===== config.mk =====
export PLATFORM = sky130hd
export DESIGN_NAME = muldiv_unit
export DESIGN_NICKNAME = d
export VERILOG_FILES = /design/src/rtl/muldiv_unit.sv
export SDC_FILE = /design/constraint.sdc
export NUM_CORES = 1
export LEC_CHECK = 0
export CAP_MARGIN = 15
export CORE_ASPECT_RATIO = 0.6
export CORE_MARGIN = 1.5
export CORE_UTILIZATION = 50
export CTS_CLUSTER_DIAMETER = 120
export DETAILED_ROUTE_END_ITERATION = 10
export PLACE_DENSITY = 0.77
export SYNTH_ARGS = -nofsm -noshare
export SYNTH_HDL_FRONTEND = slang
export SYNTH_SLANG_ARGS = --single-unit

===== constraint.sdc =====
create_clock -name clk -period 7.41 [get_ports clk]
set_clock_uncertainty 0.15 [all_clocks]
set_input_delay 1.482 -clock clk [delete_from_list [all_inputs] [get_ports clk]]
set_output_delay 1.482 -clock clk [all_outputs]
set_load 0.05 [all_outputs]

===== src/rtl/muldiv_unit.sv =====
// muldiv_unit: iterative signed/unsigned multiply and divide engine built on
// one shared shift/add datapath. Results come out as hi/lo words ready for
// loading into HI/LO.
// Optional build macro: MULDIV_EARLY_OUT_EN. When it is defined, a multiply
// finishes CALC as soon as the remaining multiplier bits are all zero.
module muldiv_unit #(
  parameter int WIDTH = 32
) (
  input  logic             clk,
  input  logic             reset,
  input  logic             start,
  input  logic [1:0]       op,
  input  logic [WIDTH-1:0] a,
  input  logic [WIDTH-1:0] b,
  output logic             busy,
  output logic             ready,
  output logic             div_zero,
  output logic [WIDTH-1:0] hi,
  output logic [WIDTH-1:0] lo
);
  localparam int CNT_W = $clog2(WIDTH + 1);

  typedef enum logic [1:0] {IDLE, CALC, FIX, DONE} state_t;

  state_t             state_q;
  logic               busy_q;
  logic               ready_q;
  logic               div_zero_q;
  logic [WIDTH-1:0]   hi_q;
  logic [WIDTH-1:0]   lo_q;
  logic [CNT_W-1:0]   cnt_q;
  logic               is_div_q;
  logic               neg_res_q;   // negate product / quotient
  logic               neg_rem_q;   // negate remainder (sign of dividend)
  logic [WIDTH-1:0]   opnd_q;      // |a| for multiply, |b| for divide
  logic [2*WIDTH-1:0] acc_q;       // multiply: {partial, multiplier}; divide: {remainder, quotient}

  logic               op_signed;
  logic [WIDTH-1:0]   a_mag;
  logic [WIDTH-1:0]   b_mag;

  logic [WIDTH+1:0]   add_x;
  logic [WIDTH+1:0]   add_y;
  logic [WIDTH+1:0]   sum;
  logic               q_bit;
  logic [WIDTH-1:0]   rem_next;
  logic [2*WIDTH-1:0] acc_d;

  logic               last_iter;
  logic [2*WIDTH-1:0] acc_last;

  // Operand conditioning: signed ops work on magnitudes, signs are reapplied in FIX
  always_comb begin
    op_signed = ~op[0];
    a_mag     = (op_signed && a[WIDTH-1]) ? -a : a;
    b_mag     = (op_signed && b[WIDTH-1]) ? -b : b;
  end

  // Shared adder: multiply adds |a| into the upper half, divide trial-subtracts |b|
  always_comb begin
    if (is_div_q) begin
      // Upper half shifted left by one with the next dividend bit brought in
      add_x = {1'b0, acc_q[2*WIDTH-1:WIDTH-1]};
      add_y = ~{2'b00, opnd_q};
    end else begin
      add_x = {2'b00, acc_q[2*WIDTH-1:WIDTH]};
      add_y = acc_q[0] ? {2'b00, opnd_q} : '0;
    end
    sum      = add_x + add_y + {{(WIDTH+1){1'b0}}, is_div_q};
    // Non-negative difference means partial remainder >= divisor
    q_bit    = ~sum[WIDTH+1];
    rem_next = q_bit ? sum[WIDTH-1:0] : add_x[WIDTH-1:0];
    if (is_div_q) begin
      acc_d = {rem_next, acc_q[WIDTH-2:0], q_bit};
    end else begin
      acc_d = {sum[WIDTH:0], acc_q[WIDTH-1:1]};
    end
  end

`ifdef MULDIV_EARLY_OUT_EN
  logic [CNT_W-1:0] rest_cnt;
  logic [WIDTH-1:0] rest_mask;

  // Early exit when no multiplier bits remain; the pending shifts are applied at once
  always_comb begin
    rest_cnt  = cnt_q - CNT_W'(1);
    rest_mask = ~({WIDTH{1'b1}} << rest_cnt);
    last_iter = (cnt_q == CNT_W'(1)) ||
                (!is_div_q && (((acc_q[WIDTH-1:0] >> 1) & rest_mask) == '0));
    acc_last  = is_div_q ? acc_d : (acc_d >> rest_cnt);
  end
`else
  // Every operation runs the full WIDTH iterations
  always_comb begin
    last_iter = (cnt_q == CNT_W'(1));
    acc_last  = acc_d;
  end
`endif

  // Control FSM with registered outputs
  always_ff @(posedge clk) begin
    if (reset) begin
      state_q    <= IDLE;
      busy_q     <= 1'b0;
      ready_q    <= 1'b0;
      div_zero_q <= 1'b0;
      hi_q       <= '0;
      lo_q       <= '0;
      cnt_q      <= '0;
      is_div_q   <= 1'b0;
      neg_res_q  <= 1'b0;
      neg_rem_q  <= 1'b0;
      opnd_q     <= '0;
      acc_q      <= '0;
    end else begin
      ready_q <= 1'b0;
      case (state_q)
        IDLE: begin
          if (start) begin
            is_div_q   <= op[1];
            neg_res_q  <= op_signed & (a[WIDTH-1] ^ b[WIDTH-1]);
            neg_rem_q  <= op_signed & a[WIDTH-1];
            cnt_q      <= CNT_W'(WIDTH);
            busy_q     <= 1'b1;
            div_zero_q <= 1'b0;
            if (op[1]) begin
              opnd_q <= b_mag;
              acc_q  <= {{WIDTH{1'b0}}, a_mag};
            end else begin
              opnd_q <= a_mag;
              acc_q  <= {{WIDTH{1'b0}}, b_mag};
            end
            // A zero divisor skips the datapath entirely
            state_q <= (op[1] && (b == '0)) ? DONE : CALC;
          end
        end
        CALC: begin
          acc_q <= acc_last;
          if (last_iter) begin
            cnt_q   <= '0;
            state_q <= FIX;
          end else begin
            cnt_q <= cnt_q - CNT_W'(1);
          end
        end
        FIX: begin
          if (is_div_q) begin
            lo_q <= neg_res_q ? -acc_q[WIDTH-1:0] : acc_q[WIDTH-1:0];
            hi_q <= neg_rem_q ? -acc_q[2*WIDTH-1:WIDTH] : acc_q[2*WIDTH-1:WIDTH];
          end else begin
            {hi_q, lo_q} <= neg_res_q ? -acc_q : acc_q;
          end
          state_q <= DONE;
        end
        DONE: begin
          ready_q    <= 1'b1;
          busy_q     <= 1'b0;
          // opnd_q holds |b| for a divide, so zero here means divide-by-zero
          div_zero_q <= is_div_q && (opnd_q == '0);
          state_q    <= IDLE;
        end
        default: state_q <= IDLE;
      endcase
    end
  end

  assign busy     = busy_q;
  assign ready    = ready_q;
  assign div_zero = div_zero_q;
  assign hi       = hi_q;
  assign lo       = lo_q;

endmodule

Word-level counts from Yosys, hierarchy flattened
Index checks and enable logic that the tools add are counted.
Cells by class
  add/subtract/negate cells: 8
  eq/ne operators: 6
  multiplexer cells: 28
  bitwise gates (word level): 6
  reduce and logical (&&, ||, !) cells: 13
Operators by type and width (number)
  $mux W32: 10
  $mux W64: 3
  $neg A32 Y32: 4
  $pmux W64 S2: 1
  $logic_not A32 Y1: 2
  $neg A64 Y64: 1
  $add A34 B1 Y34: 1
  $add A34 B34 Y34: 1
  $mux W34: 1
  $not A32 Y34: 1
  $mux W33: 1
  $mux W6: 2
  $pmux W6 S2: 1
  $pmux W2 S4: 1
  $reduce_and A2 Y1: 4
  $eq A6 B1 Y1 const B: 1
  $mux W2: 3
  $sub A6 B1 Y6 const B: 1
  $eq A2 B2 Y1 const B: 2
  $logic_and A1 B1 Y1: 4
  $ne A2 B2 Y1 const B: 2
  $pmux W1 S2: 2
  $reduce_bool A2 Y1: 2
  $mux W1: 3
  other kinds (5): 7
Word-level totals
  register bits: 174
  input port bits: 69
  output and inout bits: 67
  word-level logic and storage cells: 73

Depth between registers and ports, before layout
Gate-level depths: netlist (run 1).
  depth after elaboration: 7
  mapped depth: 17
  depth with buffers taken out: 14

Worst setup path before layout (run 1)
Ideal clock, no wire load.
  path type: register to register
  start: register is_div_q
  end: register acc_q[57]
  setup time: 128 ps
  arrival: 4417 ps
  data required time: 7132 ps
  path slack: 2714 ps
  stages on the path, launching flop included: 17
  buffers on the path: 4
  period minus slack after synthesis: 4696 ps
  path through: dfxtp_1 -> clkbuf_1 -> buf_1 -> clkbuf_1 -> clkbuf_1 -> o21ai_0 -> fa_1 -> fa_1 -> a211oi_1 -> o31ai_1 -> o211a_1 -> or3_1 -> o22ai_1 -> o41ai_1 -> xor2_1 -> a22oi_1 -> o21ai_0
On the way
  word-level cells in the longest chain between the ends: 6
  elaborated cells on any way between the ends: 7
  classes of those cells: add/sub: 2; mux: 5
Ends and longest elaborated chain
  from (decl): line 32  | logic is_div_q;
  from (signal assigned): line 120  | is_div_q <= op[1];
  $mux W33 or $mux W34 (tied branches): line 61  | if (is_div_q) begin
  $add A34 B34 Y34: line 69  | sum = add_x + add_y + {{(WIDTH+1){1'b0}}, is_div_q};
  $add A34 B1 Y34: line 69
  $mux W32: line 72  | rem_next = q_bit ? sum[WIDTH-1:0] : add_x[WIDTH-1:0];
  $mux W64 (*): line 73  | if (is_div_q) begin
  $pmux W64 S2 (*): line 117  | case (state_q)
  to (signal assigned): line 128  | acc_q <= {{WIDTH{1'b0}}, a_mag};
  to (signal assigned): line 131  | acc_q <= {{WIDTH{1'b0}}, b_mag};
  to (signal assigned): line 138  | acc_q <= acc_last;
  to (decl): line 36  | logic [2*WIDTH-1:0] acc_q;
Every way passes the cells marked *; elsewhere a longest branch is shown, timed or not.
A chain may end at the register's enable or synchronous reset.

Worst setup path in the final report (run 1)
  start: register is_div_q
  end: register acc_q[53]
Same word-level chain as after synthesis.

==> flow_summary.json, run 1 <==
{
  "status": "finished, final reports clean",
  "clkSinkCount": 174,
  "cp.arrival_ps": 5610,
  "fin_setup_tns_ps": 0,
  "clock_latency_ps": 450,
  "synth_top_area_frac": 0.261,
  "maxSlewHeadroom": 0.248,
  "start_kind": "flop",
  "grt_max_degree": 110,
  "finalCritPeriodShare": 0.733,
  "cts_hold_buf": 0,
  "routabilityCongestion": 1.01,
  "required_ps": 7590,
  "area_growth_pct": 15.4,
  "diodes": 0,
  "ys_types": 74,
  "vias_per_cell": 6.23,
  "whs_ps": 329,
  "hold_path.class": "reg -> reg",
  "wl_per_cell_um": 20.5,
  "cts_resized": 0,
  "drive_above_1_share": 0.0732,
  "slowest_delay_ps": 810,
  "nets": 1903,
  "fin_crit_ps": 5430,
  "p_total_uw": 4880,
  "synth_top_area_cell": "dfxtp_1",
  "overflow": 0,
  "synth_area_um2": 13300,
  "worst-path-buf-inv": 2,
  "synth_nets": 1864,
  "ir_drop_mv": 0.209,
  "multi_input_area_um2": 9230,
  "dieWidth_um": 214,
  "hpwlAfterDp_um": 34000,
  "maxCapViolCount": 0,
  "crit_type": "reg -> reg",
  "synth-seq-cells": 174,
  "cts_buffers": 17,
  "seqCellArea_um2": 3490,
  "worstMarginPinSlew_ps": 1130,
  "fillers": 2456,
  "synthCells": 1751,
  "place_ws_ps": 2080,
  "drtIter0Drc": 1833,
  "remaining_drc_errors": 0,
  "port_buffers": 135,
  "synth_ff_type": "dfxtp_1",
  "globalRouteTotalUtil": 0.320,
  "grt_pass1_vias": 11747,
  "num_rows": 46,
  "fp.dieH_um": 130,
  "ios": 136,
  "finalSetupViolations": 0,
  "synth_common_cells": "nor2_1 (212), dfxtp_1 (174), nand2_1 (172)",
  "vias": 13475,
  "routed_wl_um": 44200,
  "firstDrtPassIters": 6,
  "cts_buffer_depth": 2,
  "clkTransAtPathRegs_ps": 70,
  "clockRootBuffer": "clkbuf_16",
  "ys_async_sr_fraction": 0,
  "antenna_found_initial": 0,
  "initial_core_util": 0.507,
  "drtAntennaViolNets": 0,
  "grt_pass1_wl_um": 68000,
  "netlist_top_cells_area": "dfxtp_1 (26%), mux2i_1 (6.3%), nor2_1 (6.0%)",
  "endpoint_kind": "flop",
  "slew_viol_final": 0,
  "powerDensity_nw_per_um2": 317,
  "core-area_um2": 26300,
  "crit_fanout": 53,
  "synth.most_common_cell": "nor2_1",
  "path_delay_family": "compound AO/OA/AOI/OAI gates",
  "p_leak_uw": 0.00586,
  "dieArea_um2": 27700,
  "critPathSlowestCell": "a311oi_4",
  "yosysSeqAreaShare": 0.261,
  "worstPathCellList": "buf_4 -> mux2_2 -> ha_1 -> o21ai_1 -> a21oi_1 -> or3b_1 -> a41oi_1 -> a21oi_2 -> a311oi_4 -> buf_4 -> mux2_2 -> mux2i_1 -> o21ai_0",
  "cts.htree.levels": 4,
  "rsz0062_at_grt": "no",
  "cts_setup_buffers": 0,
  "hold_viol": 0,
  "fin_util": 0.585,
  "max_clock_freq_ghz": 0.184,
  "synth-edff-count": 0,
  "synth.yosys.warnings": 0,
  "cts_tree": "built",
  "fin_ws_ps": 1980,
  "avgSynthCellArea_um2": 7.62
}
-- final cells by class --
| type | count | share of cell area |
|---|---|---|
| repair buffers | 153 | 0.0960 |
| clock inverters | 11 | 0.0108 |
| multi-input cells | 1411 | 0.599 |
| clock buffers | 21 | 0.0299 |
| inverters | 33 | 0.00804 |
| flip-flops and latches | 174 | 0.226 |
| well taps | 360 | 0.0293 |
-- sequential cells by signal (all words and copies together), names as in the netlist --
signal and count:
is_div_q 1, neg_rem_q 1, cnt_q 6, hi 32
state_q 2, opnd_q 32, ready 1, div_zero 1
acc_q 64, lo 32, neg_res_q 1, busy 1
-- report_power, final --
part | internal (µW) | switching (µW) | total [µW]
Sequential | 1160 | 327 | 1480
Clock | 561 | 424 | 985
Combinational | 874 | 1540 | 2410
Total | 2590 | 2290 | 4880
-- routing by layer --
layer / routed length (µm) / GRT usage / part of all wire
met1: 21300 / 0.506 / 0.48
met2: 17000 / 0.420 / 0.38
met3: 5400 / 0.0887 / 0.12
met4: 446 / 0.0526 / 0.010
met5: 73 / 0.0190 / 0.0016
-- tightest hold or removal path, stage by stage, from the launching register on --
cell and delay, ps:
dfxtp_1 310, nand2b_1 70, a21oi_1 50
-- path summary, 6_finish.rpt --
kind | from | to | slack, ps | cells past startpoint
hold / removal | hi[31]$_SDFFE_PP0P_ | hi[31]$_SDFFE_PP0P_ | 330 | 2
setup reg to reg | is_div_q$_SDFFE_PP0P_ | acc_q[53]$_SDFFE_PP0P_ | 1980 | 13
hold reg to reg | hi[31]$_SDFFE_PP0P_ | hi[31]$_SDFFE_PP0P_ | 330 | 2
setup / recovery | is_div_q$_SDFFE_PP0P_ | acc_q[53]$_SDFFE_PP0P_ | 1980 | 13
-- cell families (layout without fill, tap and decap cells) --
group	count (synthesis)	in the layout	synth area share
fa+ha+maj	44	44	0.0424
mux	138	138	0.109
flops	174	174	0.261
compound gates	491	491	0.237
buf+inv	166	218	0.0486
simple gates	588	588	0.204
xor+xnor	150	150	0.0985
-- metrics by stage --
| stage | instances | instance area, µm² |
|---|---|---|
| 6_report | 2163 | 15400 |
| 5_1_grt | 2163 | 15400 |
| 2_1_floorplan | 1751 | 13300 |
| 3_5_place_dp | 2131 | 14800 |
| 4_1_cts | 2163 | 15400 |
| 3_3_place_gp | 2131 | 14800 |
-- layout by cell type, fill, tap and decap left out, types with 21 or more instances in the layout --
master           Yosys  layout
nor4_1              25      25
a211oi_1            99      99
nor3_1              60      60
o211ai_1            21      21
inv_1               32      32
xor2_1              83      83
o21ai_0            115     114
xnor2_1             67      67
mux2i_1             84      84
dfxtp_1            174     173
mux2_2              54      54
a22oi_1             26      26
clkdlybuf4s50_1      0     133
nand2_1            172     172
or3_1               21      21
o31ai_1             23      23
ha_1                42      41
nor2_1             212     211
a21oi_1            118     117
Note: power is estimated with default switching activity, not from simulation.
==> run 2, diff against run 1 <==
--- a/config.mk
+++ b/config.mk
@@ -11,7 +11,7 @@
 export CORE_UTILIZATION = 50
 export CTS_CLUSTER_DIAMETER = 120
 export DETAILED_ROUTE_END_ITERATION = 10
-export PLACE_DENSITY = 0.77
+export PLACE_DENSITY = 0.79
 export SYNTH_ARGS = -nofsm -noshare
 export SYNTH_HDL_FRONTEND = slang
 export SYNTH_SLANG_ARGS = --single-unit
==> constraint.sdc (replaced) <==
create_clock -name clk -period 4.53 [get_ports clk]
set_clock_uncertainty 0.15 [all_clocks]
set_input_delay 0.906 -clock clk [delete_from_list [all_inputs] [get_ports clk]]
set_output_delay 0.906 -clock clk [all_outputs]
set_load 0.05 [all_outputs]
==> run 2 against run 1 <==
  * Sequential power increased by 58%
  * Clock power up 60%
  * Critical path depth did not move
  * Utilization up 0.96 points
  * Power is 65% higher
  * Global-route usage fell by 0.53 points
  * Hold slack lost 9.8 ps
  * Final cell count increased by 1.5%
  * Combinational power up 72%
  * Via count grew 1.7%
  * Critical endpoint is now acc_q[61]$_SDFFE_PP0P_
==> flow_summary.json, run 2 (synthesis gave the netlist of run 1 again) <==
{
  "ios": 136,
  "firstDrtPassIters": 6,
  "drive_above_1_share": 0.0899,
  "grt_pass1_wl_um": 67500,
  "cts_setup_buffers": 0,
  "port_buffers": 135,
  "final_common_cell": "nor2_1",
  "min_from": "hi[31]$_SDFFE_PP0P_",
  "ir_drop_mv": 0.313,
  "clockRootBuffer": "clkbuf_16",
  "cts_buffer_depth": 2,
  "maxSlewHeadroom": 0.275,
  "min_to": "hi[31]$_SDFFE_PP0P_",
  "grt_max_degree": 98,
  "status": "finished, final reports clean",
  "fin_util": 0.595,
  "diodes": 0,
  "p_total_uw": 8070,
  "cts_resized": 0,
  "endpoint_kind": "flop",
  "core-area_um2": 26300,
  "slew_viol_final": 0,
  "start_kind": "flop",
  "cts_buffers": 17,
  "cts_hold_buf": 0,
  "dieWidth_um": 214,
  "worstMarginPinSlew_ps": 1090,
  "globalRouteTotalUtil": 0.315,
  "crit_type": "reg -> reg",
  "reg2regPathDepth": 13,
  "grt.busiest_layer": "met1",
  "grtUsageMet2": 0.422,
  "antenna_found_initial": 0,
  "dpl_cell_area_um2": 15000,
  "rsz0062_at_grt": "no",
  "fin_crit_ps": 4340,
  "remaining_drc_errors": 0,
  "largest_reg_flops": 64,
  "cp.arrival_ps": 4530,
  "r2r_setup_slack_ps": 190,
  "area_growth_pct": 17.3,
  "vias": 13700,
  "grt_use_met3": 0.103,
  "r2r-start": "is_div_q$_SDFFE_PP0P_",
  "nets": 1936,
  "num_rows": 46,
  "fin_setup_tns_ps": 0,
  "hold_viol": 0,
  "hpwlAfterDp_um": 33700,
  "cts_tree": "built",
  "p_leak_uw": 0.00603,
  "initial_core_util": 0.507,
  "wl_per_cell_um": 20.1,
  "maxCapViolCount": 0,
  "grt_pass1_vias": 11936,
  "final_cell_mix": "nor2_1 (212), dfxtp_1 (173), nand2_1 (172), clkdlybuf4s50_1 (133), a21oi_1 (117)",
  "drtAntennaViolNets": 0,
  "vias_per_cell": 6.24,
  "overflow": 0,
  "whs_ps": 319,
  "fp.dieH_um": 130,
  "drtIter0Drc": 1891,
  "crit_fanout": 68,
  "finalCritPeriodShare": 0.958,
  "clkSinkCount": 174,
  "required_ps": 4720,
  "finalSetupViolations": 0,
  "powerDensity_nw_per_um2": 515,
  "clock_latency_ps": 450,
  "max_clock_freq_ghz": 0.230,
  "routed_wl_um": 44200,
  "min_path_cells": 2,
  "cts.htree.levels": 4,
  "largest-register": "acc_q",
  "routabilityCongestion": 0.993,
  "clkTransAtPathRegs_ps": 70,
  "r2r-end": "acc_q[61]$_SDFFE_PP0P_",
  "hold_path.class": "reg -> reg",
  "dieArea_um2": 27700,
  "grt.met1_usage": 0.477,
  "final_area_um2": 15700
}
-- run 2: layer usage --
metal / up-vias / share of wire
met4: 0 / 0.012
li1: 6473 / -
met2: 797 / 0.39
met1: 6375 / 0.46
met5: - / 0
met3: 55 / 0.13
-- run 2: area by class of cell --
| type | instances | area, µm² |
|---|---|---|
| Fill cell | 2395 | 10700 |
| Clock inverter | 12 | 175 |
| Inverter | 33 | 124 |
| Clock buffer | 19 | 443 |
| Multi-Input combinational cell | 1411 | 9230 |
| Timing Repair Buffer | 186 | 1740 |
| Sequential cell | 174 | 3490 |
| Tap cell | 360 | 450 |
-- run 2: critical path, cell delays in order (launching register included) --
cell	delay (ps)
dfxtp_4	380
buf_12	330
buf_4	350
mux2i_1	130
ha_1	460
nand4_1	220
nor4_1	600
a221oi_1	170
o21ai_0	230
o21ai_0	180
o21ai_0	410
mux2i_1	130
o21a_1	180
a32o_1	250
-- run 2: how the worst max path moves through the flow --
stage	to	cells past startpoint	startpoint	slack [ps]
after CTS	acc_q[61]$_SDFFE_PP0P_	13	is_div_q$_SDFFE_PP0P_	350
final	acc_q[61]$_SDFFE_PP0P_	13	is_div_q$_SDFFE_PP0P_	190
after global placement	acc_q[18]$_SDFFE_PP0P_	10	b[9]	480
after detailed placement	acc_q[24]$_SDFFE_PP0P_	10	b[9]	380
after floorplan	acc_q[39]$_SDFFE_PP0P_	16	is_div_q$_SDFFE_PP0P_	40
after global routing	acc_q[63]$_SDFFE_PP0P_	13	is_div_q$_SDFFE_PP0P_	10
-- run 2: report_power, final --
part	switching, µW	internal, µW	total, µW
clock	683	896	1580
combinational	2650	1500	4150
sequential	449	1890	2340
total	3780	4280	8070
-- run 2: stage by stage --
stage	worst slack, ps	std cells
after floorplan	35.8	1751
after global placement	477	2164
after detailed placement	380	2164
after CTS	352	2195
after global routing	14.0	2195
final	190	2195
